**src/rtl/countdown_timer.sv**
```systemverilog
// mm:ss BCD countdown: load presets minutes, cnt_en advances a TICK_DIV prescaler, one-cycle time_out at 00:00.
// Outputs registered (1-cycle latency); no backpressure, load always wins and cnt_en=0 simply pauses.
module countdown_timer #(
  parameter int TICK_DIV = 100000000
) (
  input  logic       clk,
  input  logic       rst,
  input  logic       cnt_en,
  input  logic       load,
  input  logic [7:0] min_Init,
  output logic       time_out,
  output logic [7:0] min_bcd,
  output logic [7:0] sec_bcd,
  output logic       running
);

  localparam int            PW        = (TICK_DIV > 1) ? $clog2(TICK_DIV) : 1;
  localparam logic [PW-1:0] TICK_LAST = PW'(TICK_DIV - 1);

  typedef enum logic [1:0] {
    S_LOADED  = 2'd0,
    S_RUN     = 2'd1,
    S_EXPIRED = 2'd2
  } state_t;

  state_t        r_state;
  state_t        w_state_nxt;
  logic [7:0]    r_min;
  logic [7:0]    r_sec;
  logic [PW-1:0] r_presc;
  logic          r_time_out;
  logic          r_running;

  logic [7:0]    w_min_nxt;
  logic [7:0]    w_sec_nxt;
  logic [PW-1:0] w_presc_nxt;
  logic          w_time_out_nxt;
  logic          w_expired;
  logic          w_adv;
  logic          w_tick;
  logic          w_zero;
  logic          w_last_sec;
  logic [7:0]    w_min_clamp;
  logic [7:0]    w_min_dec;
  logic [7:0]    w_sec_dec;

  function automatic logic [3:0] clamp_digit(input logic [3:0] d);
    return (d > 4'd9) ? 4'd9 : d;
  endfunction

  // Caller guarantees v != 00, so the tens digit never underflows.
  function automatic logic [7:0] bcd_dec(input logic [7:0] v);
    logic [7:0] r;
    if (v[3:0] == 4'd0) begin
      r = {v[7:4] - 4'd1, 4'd9};
    end else begin
      r = {v[7:4], v[3:0] - 4'd1};
    end
    return r;
  endfunction

  assign w_expired   = (r_state == S_EXPIRED);
  assign w_adv       = cnt_en & ~load & ~w_expired;
  assign w_tick      = w_adv & (r_presc == TICK_LAST);
  assign w_zero      = (r_min == 8'h00) && (r_sec == 8'h00);
  assign w_last_sec  = (r_min == 8'h00) && (r_sec == 8'h01);
  assign w_min_clamp = {clamp_digit(min_Init[7:4]), clamp_digit(min_Init[3:0])};
  assign w_min_dec   = bcd_dec(r_min);
  assign w_sec_dec   = bcd_dec(r_sec);

  always_ff @(posedge clk or posedge rst) begin
    if (rst) begin
      r_state <= S_EXPIRED;
    end else begin
      r_state <= w_state_nxt;
    end
  end

  always_comb begin
    w_state_nxt    = r_state;
    w_min_nxt      = r_min;
    w_sec_nxt      = r_sec;
    w_presc_nxt    = r_presc;
    w_time_out_nxt = 1'b0;

    if (load) begin
      w_state_nxt = S_LOADED;
      w_min_nxt   = w_min_clamp;
      w_sec_nxt   = 8'h00;
      w_presc_nxt = '0;
    end else if (w_adv) begin
      w_state_nxt = S_RUN;
      w_presc_nxt = w_tick ? '0 : r_presc + PW'(1);
      if (w_tick) begin
        // A 00:00 preset expires on its first tick instead of wrapping.
        if (w_zero) begin
          w_state_nxt    = S_EXPIRED;
          w_time_out_nxt = 1'b1;
        end else if (r_sec != 8'h00) begin
          w_sec_nxt = w_sec_dec;
          if (w_last_sec) begin
            w_state_nxt    = S_EXPIRED;
            w_time_out_nxt = 1'b1;
          end
        end else begin
          w_min_nxt = w_min_dec;
          w_sec_nxt = 8'h59;
        end
      end
    end
  end

  always_ff @(posedge clk or posedge rst) begin
    if (rst) begin
      r_min      <= 8'h00;
      r_sec      <= 8'h00;
      r_presc    <= '0;
      r_time_out <= 1'b0;
      r_running  <= 1'b0;
    end else begin
      r_min      <= w_min_nxt;
      r_sec      <= w_sec_nxt;
      r_presc    <= w_presc_nxt;
      r_time_out <= w_time_out_nxt;
      r_running  <= w_adv;
    end
  end

  assign time_out = r_time_out;
  assign min_bcd  = r_min;
  assign sec_bcd  = r_sec;
  assign running  = r_running;

endmodule

```
**config.mk**
```make
export PLATFORM = sky130hd
export DESIGN_NAME = countdown_timer
export DESIGN_NICKNAME = d
export VERILOG_FILES = /design/src/rtl/countdown_timer.sv
export SDC_FILE = /design/constraint.sdc
export NUM_CORES = 1
export LEC_CHECK = 0
export CAP_MARGIN = 15
export CORE_ASPECT_RATIO = 1.5
export CORE_MARGIN = 2
export CORE_UTILIZATION = 60
export CTS_CLUSTER_DIAMETER = 150
export DETAILED_ROUTE_END_ITERATION = 8
export GPL_ROUTABILITY_DRIVEN = 1
export PLACE_DENSITY = 0.84
export SYNTH_ARGS = -nofsm -noshare
export SYNTH_HDL_FRONTEND = slang
export SYNTH_SLANG_ARGS = --single-unit
```
**constraint.sdc**
```tcl
create_clock -name clk -period 6.3 [get_ports clk]
set_input_delay 0.63 -clock clk [delete_from_list [all_inputs] [get_ports clk]]
set_output_delay 0.63 -clock clk [all_outputs]
set_load 0.03 [all_outputs]
```
## Yosys cells after proc, flatten, opt, wreduce, memory -nomap -nowiden

Cells that the tools add are included.

- Input bits: 12
- Output and inout bits: 18
- Flip-flop bits (word level): 47
- Logic and storage cells: 69

- Bitwise operators: 5
- Multiplexer cells: 29
- Eq/ne operators: 6
- Reductions and logical operators: 14
- Magnitude comparators: 2
- $add $sub $neg: 5

Operators by type and width:

| operator | number |
|---|---|
| 2-to-1 mux 8 bit | 12 |
| 2-to-1 mux 27 bit | 3 |
| adder 27 x 1 -> 27 bit, second input constant | 1 |
| == test 27 bit, second input constant | 1 |
| logical NOT 8 bit | 2 |
| subtractor 4 x 1 -> 4 bit, second input constant | 4 |
| 2-to-1 mux 2 bit | 6 |
| == test 8 x 1 -> 1 bit, second input constant | 1 |
| > comparator 4 bit, second input constant | 2 |
| logical NOT 4 bit | 2 |
| 2-to-1 mux 4 bit | 2 |
| AND reduction 4 bit | 2 |
| nonzero test 8 bit | 1 |
| 2-to-1 mux 1 bit | 6 |
| nonzero test 2 bit | 3 |
| AND reduction 5 bit | 1 |
| != test 2 bit, second input constant | 2 |
| bitwise AND 1 bit | 3 |
| != test 3 bit, second input constant | 1 |
| AND reduction 3 bit | 1 |
| == test 2 bit, second input constant | 1 |
| logical AND 1 bit | 2 |
| inverter 1 bit | 2 |

## Logic depth before layout (Yosys ltp)

Gate-level depths: netlist (run 1).

- Depth after elaboration: 8
- Mapped depth: 8
- Gate-level depth less buffers: 7

## Worst setup path after synthesis (run 1)

OpenSTA, ideal clock, no wires.

- Path type: register to register
- From: register r_presc[8]
- To: register r_sec[7], in the netlist sec_bcd[7]
- Library setup time: 0.078 ns
- Arrival time: 2.537 ns
- Clock period less this slack: 2.615 ns
- Required time: 6.222 ns
- Buffers on the path: 1
- Stages on the path, launching flop included: 7
- Slack: 3.685 ns
- Cells stage by stage: dfrtp_1 -> or4b_1 -> or4_4 -> or3_4 -> buf_6 -> or4_1 -> a21oi_1

- Cells in the longest elaborated chain, start to end: 4

RTL lines:

| element | line | text |
|---|---|---|
| from (decl) | 30 | `logic [PW-1:0] r_presc;` |
| from (signal assigned) | 123 | `r_presc <= w_presc_nxt;` |
| == test 27 bit | 64 | `assign w_tick = w_adv & (r_presc == TICK_LAST);` |
| bitwise AND 1 bit | 64 |  |
| nonzero test 2 bit (no line) | - |  |
| AND reduction 4 bit (no line) | - |  |
| to (signal assigned) | 122 | `r_sec <= w_sec_nxt;` |
| to (decl) | 29 | `logic [7:0] r_sec;` |

Every way passes these cells.
A chain may end at the register's enable or synchronous reset.

## Worst setup path after layout (run 1)

- From: register r_presc[2]
- To: register r_presc[14]

- Cells in the longest elaborated chain, start to end: 5
- Elaborated cells on any way between the ends: 6
- Those cells by class: add/sub (1); eq/ne (1); mux (3); bitwise (1)

RTL lines:

| element | line | text |
|---|---|---|
| branches (longest 2 deep; another with adder 27 x 1 -> 27 bit) | - |  |
| 2-to-1 mux 27 bit (*) | 93 | `w_presc_nxt = w_tick ? '0 : r_presc + PW'(1);` |
| 2-to-1 mux 27 bit (*) | 91 | `end else if (w_adv) begin` |
| 2-to-1 mux 27 bit (*) | 86 | `if (load) begin` |

Every way passes the cells marked *. The select of a mux whose other input is x is not followed.

==> metrics.cfg, run 1 <==
[drt]
ant_nets=0
wl_per_cell_um=16.4
vias=2357
vias_per_cell=6.40
met1_length_um=2410
drtPass1Iterations=4
drc_errors=0
wirelength_um=6040
drtIter0Drc=132
highest_layer=met4
routed-wl-met3_um=239
met2_wirelength_um=3160

[sta]
tns_ns=0
grt_setup_unrepaired=false
hold_viol_final=0
fmax_ghz=0.337
slew_headroom=0.280
timing.final.crit_share=0.471
final.setup_skew_ns=0.0117
setup_violations=0
worst_pin_slew_ns=1.08
whs_ns=0.514
slew_viol_final=0
period_needed_ns=2.97

[clocking]
post-cts-setup-buffer-count=0
cts_hold_buf=0
cts.sinks=47
htreeDepth=2
clkSlewWorstSetupHoldPaths_ns=0.10
clockRootBuffer=clkbuf_8
cts_tree=yes
insertion_delay_ns=0.31
clockBufferDepth=2
cts_buffers=5
post_cts_resize_count=0

[synthesis]
async_flop_share=1.00
syn-cell-area_um2=2630
synth_edf_count=0
synth_cell_types=45
synthesis.instances=293
avgSynthCellArea_um2=8.98
syn-num-nets=310
ys_seq_area_frac=0.448
ys_warn_count=0
synth_flop_cell=dfrtp_1
synth-seq-cells=47

[setup_path]
arrival_ns=3.12
r2r_slack_ns=3.33
cp_max_fo=25
crit_type=flop to flop
required_ns=6.45
critical_path.endpoint_type=flop
cp-start-kind=flop

[power]
p_total_uw=646
power.density_nw_per_um2=210
irDropWorstVdd_mv=0.293
p_leak_nw=1.20

[hold_path]
min_path_type=flop to flop

[placement]
portBuffers=29
place_inst=359
hpwl_um=4200
gp_congestion=0.904
place_area_um2=2930

[die]
core_area_um2=4210
ios=30
initial_utilization=0.625
die-area_um2=4940
die_width_um=58.1
num_rows=29
die_h_um=85.1

[final_layout]
stdcell_count=368
stdcell_area_um2=3080
layout-area-overhead-vs-synth_pct=16.9
multi_input_area_um2=1340
n_antenna_cell=0
fill_cells=323
regArea_um2=1180
final_nets=338
drive_gt1_frac=0.0497

[global_route]
grt_pass1_vias=2223
grt_max_degree=48
grt_usage=0.265
grt_pass1_wl_um=10200
antenna_found_initial=0
overflow=0

[job]
maxCapViolCount=0

[status]
status=completed

-- per-stage QoR --
step | utilization | setup slack [ns]
2_1_floorplan | - | 3.68
3_3_place_gp | 0.697 | 3.12
3_5_place_dp | 0.697 | 2.98
4_1_cts | 0.729 | 3.28
5_1_grt | 0.731 | 3.13
6_report | 0.731 | 3.33
-- final cells by class --
| class | count | area share |
|---|---|---|
| Tap cell | 46 | 0.0187 |
| Multi-Input combinational cell | 219 | 0.435 |
| Sequential cell | 47 | 0.383 |
| Timing Repair Buffer | 31 | 0.0985 |
| Clock buffer | 5 | 0.0224 |
| Inverter | 17 | 0.0207 |
| Clock inverter | 3 | 0.0220 |
-- Yosys cell counts, types with 7 or more instances --
cell type | number | area share
dfrtp_1 | 46 | 0.44
nor2_1 | 29 | 0.041
nand3_1 | 21 | 0.040
a21oi_1 | 20 | 0.038
inv_1 | 17 | 0.024
o21ai_0 | 17 | 0.032
nand2_1 | 16 | 0.023
nor4_1 | 12 | 0.029
nand4_1 | 11 | 0.026
xnor2_1 | 11 | 0.037
or3_1 | 9 | 0.021
or4_1 | 8 | 0.023
o31ai_1 | 7 | 0.020
-- cells in the final DEF (no fill, tap or decap), drive strengths merged, types with 2 or more instances in the layout --
cell,synthesis,routed
ha,5,5
nor3,6,6
nor2,29,29
nor3b,3,3
xnor2,11,11
nand2,16,16
o31ai,7,7
or3,10,10
nor4b,2,2
nor4,12,12
a32o,2,2
o41ai,2,2
xor2,5,5
nand4,11,11
nand3,21,21
a21oi,20,20
or4,9,9
nor2b,2,2
clkbuf,6,6
bufinv,0,2
o21ai,17,17
a31oi,6,6
a21o,2,2
or2,2,2
and3,4,4
clkdlybuf4s50,0,29
dfrtp,46,46
inv,17,17
nand4b,3,3
-- final timing paths --
path	from	endpoint	cells past startpoint
setup reg to reg	r_presc[2]	r_presc[14]	5
hold / removal	r_state[0]	r_state[0]	2
max in group asynchronous	rst	r_presc[8]	2
setup / recovery	r_presc[2]	r_presc[14]	5
min in group asynchronous	rst	r_presc[18]	2
hold reg to reg	r_state[0]	r_state[0]	2
-- registers in the layout, summed over array words and instances (netlist names) --
signal	flops
r_presc	27
min_bcd	8
sec_bcd	8
r_state	2
running	1
time_out	1
-- worst max-delay path, stage by stage, from the launching register on --
cell and delay (ns):
dfrtp_1 0.50, or4b_1 0.46, or4_4 0.55, or3_4 0.51, nand2_1 0.66, nor2_1 0.14
-- metal layers --
layer / global-route usage / up-vias
met2: 0.449 / 68
met4: 0.123 / 0
li1: - / 1136
met3: 0.0412 / 22
met5: 0 / -
met1: 0.325 / 1131
-- power breakdown --
| part | internal (mW) | total [mW] | switching (mW) |
|---|---|---|---|
| Sequential | 0.308 | 0.315 | 0.00744 |
| Clock | 0.158 | 0.269 | 0.110 |
| Combinational | 0.0241 | 0.0616 | 0.0375 |
| Total | 0.490 | 0.646 | 0.155 |
-- cells by family after synthesis --
kind of cell,Yosys count,synth area share
flip-flops,47,0.448
AND/OR/NAND/NOR,136,0.287
buffers and inverters,27,0.0438
AO/OA/AOI/OAI,61,0.141
XOR/XNOR,16,0.0533
multiplexers,1,0.00381
adder cells (fa/ha/maj),5,0.0238
Note: power is estimated with default switching activity, not from simulation.
==> run 2, diff against run 1 <==
--- a/config.mk
+++ b/config.mk
@@ -8,11 +8,11 @@
 export CAP_MARGIN = 15
 export CORE_ASPECT_RATIO = 1.5
 export CORE_MARGIN = 2
-export CORE_UTILIZATION = 60
+export CORE_UTILIZATION = 56
 export CTS_CLUSTER_DIAMETER = 150
 export DETAILED_ROUTE_END_ITERATION = 8
 export GPL_ROUTABILITY_DRIVEN = 1
-export PLACE_DENSITY = 0.84
+export PLACE_DENSITY = 0.8
 export SYNTH_ARGS = -nofsm -noshare
 export SYNTH_HDL_FRONTEND = slang
 export SYNTH_SLANG_ARGS = --single-unit
==> constraint.sdc (replaced) <==
create_clock -name clk -period 2.8 [get_ports clk]
set_input_delay 0.28 -clock clk [delete_from_list [all_inputs] [get_ports clk]]
set_output_delay 0.28 -clock clk [all_outputs]
set_load 0.03 [all_outputs]
==> metrics.cfg, run 2 (synthesis results as in run 1) <==
[status]
status=completed  ; unchanged

[clocking]
cts_buffers=5  ; unchanged
htreeDepth=2  ; unchanged
post-cts-setup-buffer-count=0  ; unchanged
insertion_delay_ns=0.30  ; was 0.31 ns
clkSlewWorstSetupHoldPaths_ns=0.09  ; was 0.10 ns
clockRootBuffer=clkbuf_8  ; unchanged
cts_hold_buf=0  ; unchanged
clockBufferDepth=2  ; unchanged
cts_tree=yes  ; unchanged
post_cts_resize_count=0  ; unchanged
cts.sinks=47  ; unchanged

[hold_path]
min_path_type=input port to async pin  ; was flop to flop

[die]
initial_utilization=0.584  ; was 0.625
die-area_um2=5270  ; was 4940 um^2
num_rows=30  ; was 29
core_area_um2=4500  ; was 4210 um^2
die_width_um=60.0  ; was 58.1 um
die_h_um=87.9  ; was 85.1 um
ios=30  ; unchanged

[power]
irDropWorstVdd_mv=0.314  ; was 0.293 mV
p_leak_nw=1.24  ; was 1.20 nW
power.density_nw_per_um2=428  ; was 210 nW/um^2
p_total_mw=1.35  ; was 646 uW

[final_layout]
layout-area-overhead-vs-synth_pct=19.6  ; was 16.9%
largest-register=r_presc  ; unchanged
largest_reg_flops=27  ; unchanged
drive_gt1_frac=0.0751  ; was 0.0497
post-route-util=0.698  ; was 0.731
final_nets=349  ; was 338
layout_commonest_cell=dfrtp_1  ; unchanged
final_cell_mix=46 x dfrtp_1, 29 x nor2_1, 29 x clkdlybuf4s50_1  ; unchanged
n_antenna_cell=0  ; unchanged
stdcell_count=381  ; was 368
stdcell_area_um2=3150  ; was 3080 um^2

[placement]
pre_cts_ws_ns=0.0802  ; was 2.98 ns
gp_congestion=0.845  ; was 0.904
portBuffers=29  ; unchanged
place_inst=373  ; was 359
hpwl_um=4760  ; was 4200 um
place_area_um2=3040  ; was 2930 um^2

[sta]
grt_setup_unrepaired=false  ; unchanged
setup_violations=0  ; unchanged
whs_ns=0.277  ; was 0.514 ns
timing.final.crit_share=0.982  ; was 0.471
fmax_ghz=0.364  ; was 0.337 GHz
tns_ns=0  ; unchanged
worst_pin_slew_ns=0.554  ; was 1.08 ns
slew_headroom=0.627  ; was 0.280
period_needed_ns=2.75  ; was 2.97 ns
timing.final.ws_setup_ns=0.0506  ; was 3.33 ns
hold_viol_final=0  ; unchanged
slew_viol_final=0  ; unchanged
final.setup_skew_ns=0.0111  ; was 0.0117 ns

[setup_path]
required_ns=2.99  ; was 6.45 ns
cp_max_fo=14  ; was 25
cp-start-kind=flop  ; unchanged
crit_type=flop to flop  ; unchanged
critical_path.endpoint_type=flop  ; unchanged
r2r_slack_ns=0.05  ; was 3.33 ns
worst-r2r-cell-count=5  ; unchanged
arrival_ns=2.94  ; was 3.12 ns

[global_route]
overflow=0  ; unchanged
grt_max_degree=32  ; was 48
grt_pass1_wl_um=10800  ; was 10,200 um
grt_pass1_vias=2311  ; was 2,223
antenna_found_initial=0  ; unchanged
grt_usage=0.270  ; was 0.265

[drt]
vias_per_cell=6.48  ; was 6.40
vias=2468  ; was 2,357
drtPass1Iterations=5  ; was 4
wirelength_um=6530  ; was 6040 um
wl_per_cell_um=17.1  ; was 16.4 um
ant_nets=0  ; unchanged
drc_errors=0  ; unchanged
drtIter0Drc=155  ; was 132

[job]
maxCapViolCount=0  ; unchanged

## run 2: final timing paths
check,from,to
setup / recovery,r_presc[8],min_bcd[1]
hold / removal,rst,r_presc[3]
setup reg to reg,r_presc[8],min_bcd[1]
hold reg to reg,r_state[1],r_state[1]
max in group asynchronous,rst,r_state[1]
min in group clk,r_state[1],r_state[1]
## run 2: final cells by class
type,instances,area (um^2)
Inverter,17,63.8
Sequential cell,47,1180
Fill cell,366,1360
Tap cell,48,60.1
Clock inverter,1,30.0
Multi-Input combinational cell,219,1340
Timing Repair Buffer,42,400
Clock buffer,7,76.3
## run 2: per-layer routing
metal	up-vias	part of all wire	track usage
li1	1164	-	-
met1	1203	0.39	0.314
met2	91	0.55	0.493
met3	10	0.040	0.0369
met4	0	0.016	0.0909
met5	-	0	0
## run 2: power breakdown
part / switching, mW / leakage (nW) / internal, mW
Clock: 0.219 / 0.0524 / 0.267
Sequential: 0.0182 / 0.632 / 0.693
Combinational: 0.0876 / 0.560 / 0.0612
Total: 0.325 / 1.24 / 1.02
## run 2: critical path, cell delays in order (launching register included)
cell and delay (ns):
dfrtp_1 0.42, or4b_1 0.55, or4_4 0.54, or3_4 0.47
or3_1 0.35, a221o_1 0.31
==> run 3, diff against run 2 <==
==> constraint.sdc (replaced) <==
create_clock -name clk -period 2.9 [get_ports clk]
set_input_delay 0.29 -clock clk [delete_from_list [all_inputs] [get_ports clk]]
set_output_delay 0.29 -clock clk [all_outputs]
set_load 0.03 [all_outputs]
==> metrics.cfg, run 3 (synthesis results as in run 1) <==
[global_route]
grt_pass1_wl_um=10400  ; was 10,800 um
grt_use_met1=0.294  ; was 0.314
antenna_found_initial=0  ; unchanged
busiest_layer=met2  ; unchanged
grt_pass1_vias=2253  ; was 2,311
use_met2=0.473  ; was 0.493
grt_usage=0.260  ; was 0.270
overflow=0  ; unchanged
grtUsageMet3=0.0399  ; was 0.0369
grt_max_degree=48  ; was 32

[final_layout]
drive_gt1_frac=0.0727  ; was 0.0751
final_nets=346  ; was 349
post-route-util=0.697  ; was 0.698
final_cell_mix=46 x dfrtp_1, 29 x nor2_1, 29 x clkdlybuf4s50_1  ; unchanged
stdcell_count=378  ; was 381
n_antenna_cell=0  ; unchanged
layout-area-overhead-vs-synth_pct=19.4  ; was 19.6%
largest-register=r_presc  ; unchanged
layout_commonest_cell=dfrtp_1  ; unchanged
largest_reg_flops=27  ; unchanged

[drt]
vias_per_cell=6.29  ; was 6.48
vias=2378  ; was 2,468
wl_per_cell_um=16.2  ; was 17.1 um
ant_nets=0  ; unchanged
drtIter0Drc=219  ; was 155
wirelength_um=6120  ; was 6530 um
drc_errors=0  ; unchanged
drtPass1Iterations=5  ; unchanged

[clocking]
cts_tree=yes  ; unchanged
cts_hold_buf=0  ; unchanged
cts_buffers=5  ; unchanged
post-cts-setup-buffer-count=0  ; unchanged
clockRootBuffer=clkbuf_8  ; unchanged
clockBufferDepth=2  ; unchanged
cts.sinks=47  ; unchanged
htreeDepth=2  ; unchanged
post_cts_resize_count=0  ; unchanged
insertion_delay_ns=0.31  ; was 0.30 ns
clkSlewWorstSetupHoldPaths_ns=0.10  ; was 0.09 ns

[die]
core_area_um2=4500  ; unchanged
die_width_um=60.0  ; unchanged
ios=30  ; unchanged
num_rows=30  ; unchanged
die_h_um=87.9  ; unchanged
die-area_um2=5270  ; unchanged
initial_utilization=0.584  ; unchanged

[placement]
hpwl_um=4400  ; was 4760 um
gp_congestion=0.879  ; was 0.845
portBuffers=29  ; unchanged
place_inst=370  ; was 373

[setup_path]
required_ns=3.10  ; was 2.99 ns
cp_max_fo=21  ; was 14
arrival_ns=2.94  ; about the same
timing.rr.start=r_presc[8]  ; unchanged
crit_type=flop to flop  ; unchanged
worst-r2r-cell-count=5  ; unchanged
worstSetupStartpoint=r_presc[8]  ; unchanged
reg2reg_to=min_bcd[1]  ; unchanged
r2r_slack_ns=0.15  ; was 0.05 ns
critical_path.endpoint_type=flop  ; unchanged
endpoint=min_bcd[1]  ; unchanged
cp-start-kind=flop  ; unchanged

[sta]
slew_viol_final=0  ; unchanged
slew_headroom=0.348  ; was 0.627
tns_ns=0  ; unchanged
fmax_ghz=0.364  ; about the same
timing.final.crit_share=0.948  ; was 0.982
grt_setup_unrepaired=false  ; unchanged
period_needed_ns=2.75  ; about the same
setup_violations=0  ; unchanged
worst_pin_slew_ns=0.976  ; was 0.554 ns
final.setup_skew_ns=0.0139  ; was 0.0111 ns
hold_viol_final=0  ; unchanged

[job]
maxCapViolCount=0  ; unchanged

[hold_path]
min_path_type=flop to flop  ; was input port to async pin

[power]
p_leak_nw=1.24  ; about the same
power.density_nw_per_um2=445  ; was 428 nW/um^2
irDropWorstVdd_mv=0.387  ; was 0.314 mV
p_total_mw=1.40  ; was 1.35 mW

[status]
status=completed  ; unchanged

run 3: changes by cell type in the layout (fill, tap and decap cells not counted):
cell,previous run,this run
buf_12,1,0
buf_4,12,10
bufinv_16,1,2
clkbuf_1,2,0
clkinvlp_4,0,1
run 3: power by group:
group | internal, mW | switching, mW
Sequential | 0.669 | 0.0169
Clock | 0.344 | 0.226
Combinational | 0.0568 | 0.0836
run 3: layout make-up:
type                       count  area, um^2
multi-input combinational    219        1340
clock inverter                 3        67.6
inverter                      17        63.8
clock buffer                   5        68.8
fill                         348        1360
tap                           48        60.1
sequential                    47        1180
timing repair buffer          39         365
run 3: worst max-delay path, stage by stage, from the launching register on:
cell	delay (ns)
dfrtp_1	0.41
or4b_1	0.52
or4_4	0.53
or3_4	0.51
or3_1	0.37
a221o_1	0.30
run 3: metrics by stage:
stage / area [um^2] / hold slack (ns) / worst slack [ns]
after floorplan: 2630 / 0.437 / 0.285
after global placement: 3000 / 0.483 / 0.204
after detailed placement: 3000 / 0.510 / 0.157
after CTS: 3140 / 0.521 / 0.153
after global routing: 3140 / 0.535 / 0.0978
final: 3140 / 0.519 / 0.152
run 3: worst min-delay path by stage:
| stage | startpoint | end | slack, ns | cells after the start |
|---|---|---|---|---|
| 2_1_floorplan | min_Init[1] | min_bcd[1] | 0.44 | 1 |
| 3_3_place_gp | r_state[0] | r_state[0] | 0.48 | 2 |
| 3_5_place_dp | r_state[1] | r_state[1] | 0.51 | 1 |
| 4_1_cts | r_state[1] | r_state[1] | 0.52 | 1 |
| 5_1_grt | r_state[1] | r_state[1] | 0.53 | 1 |
| 6_report | r_state[1] | r_state[1] | 0.52 | 1 |
run 3: metal layers:
metal  vias to the layer above  share of wire
li1                       1154              -
met2                        53           0.54
met5                         -              0
met4                         0          0.024
met3                        13          0.032
met1                      1158           0.41
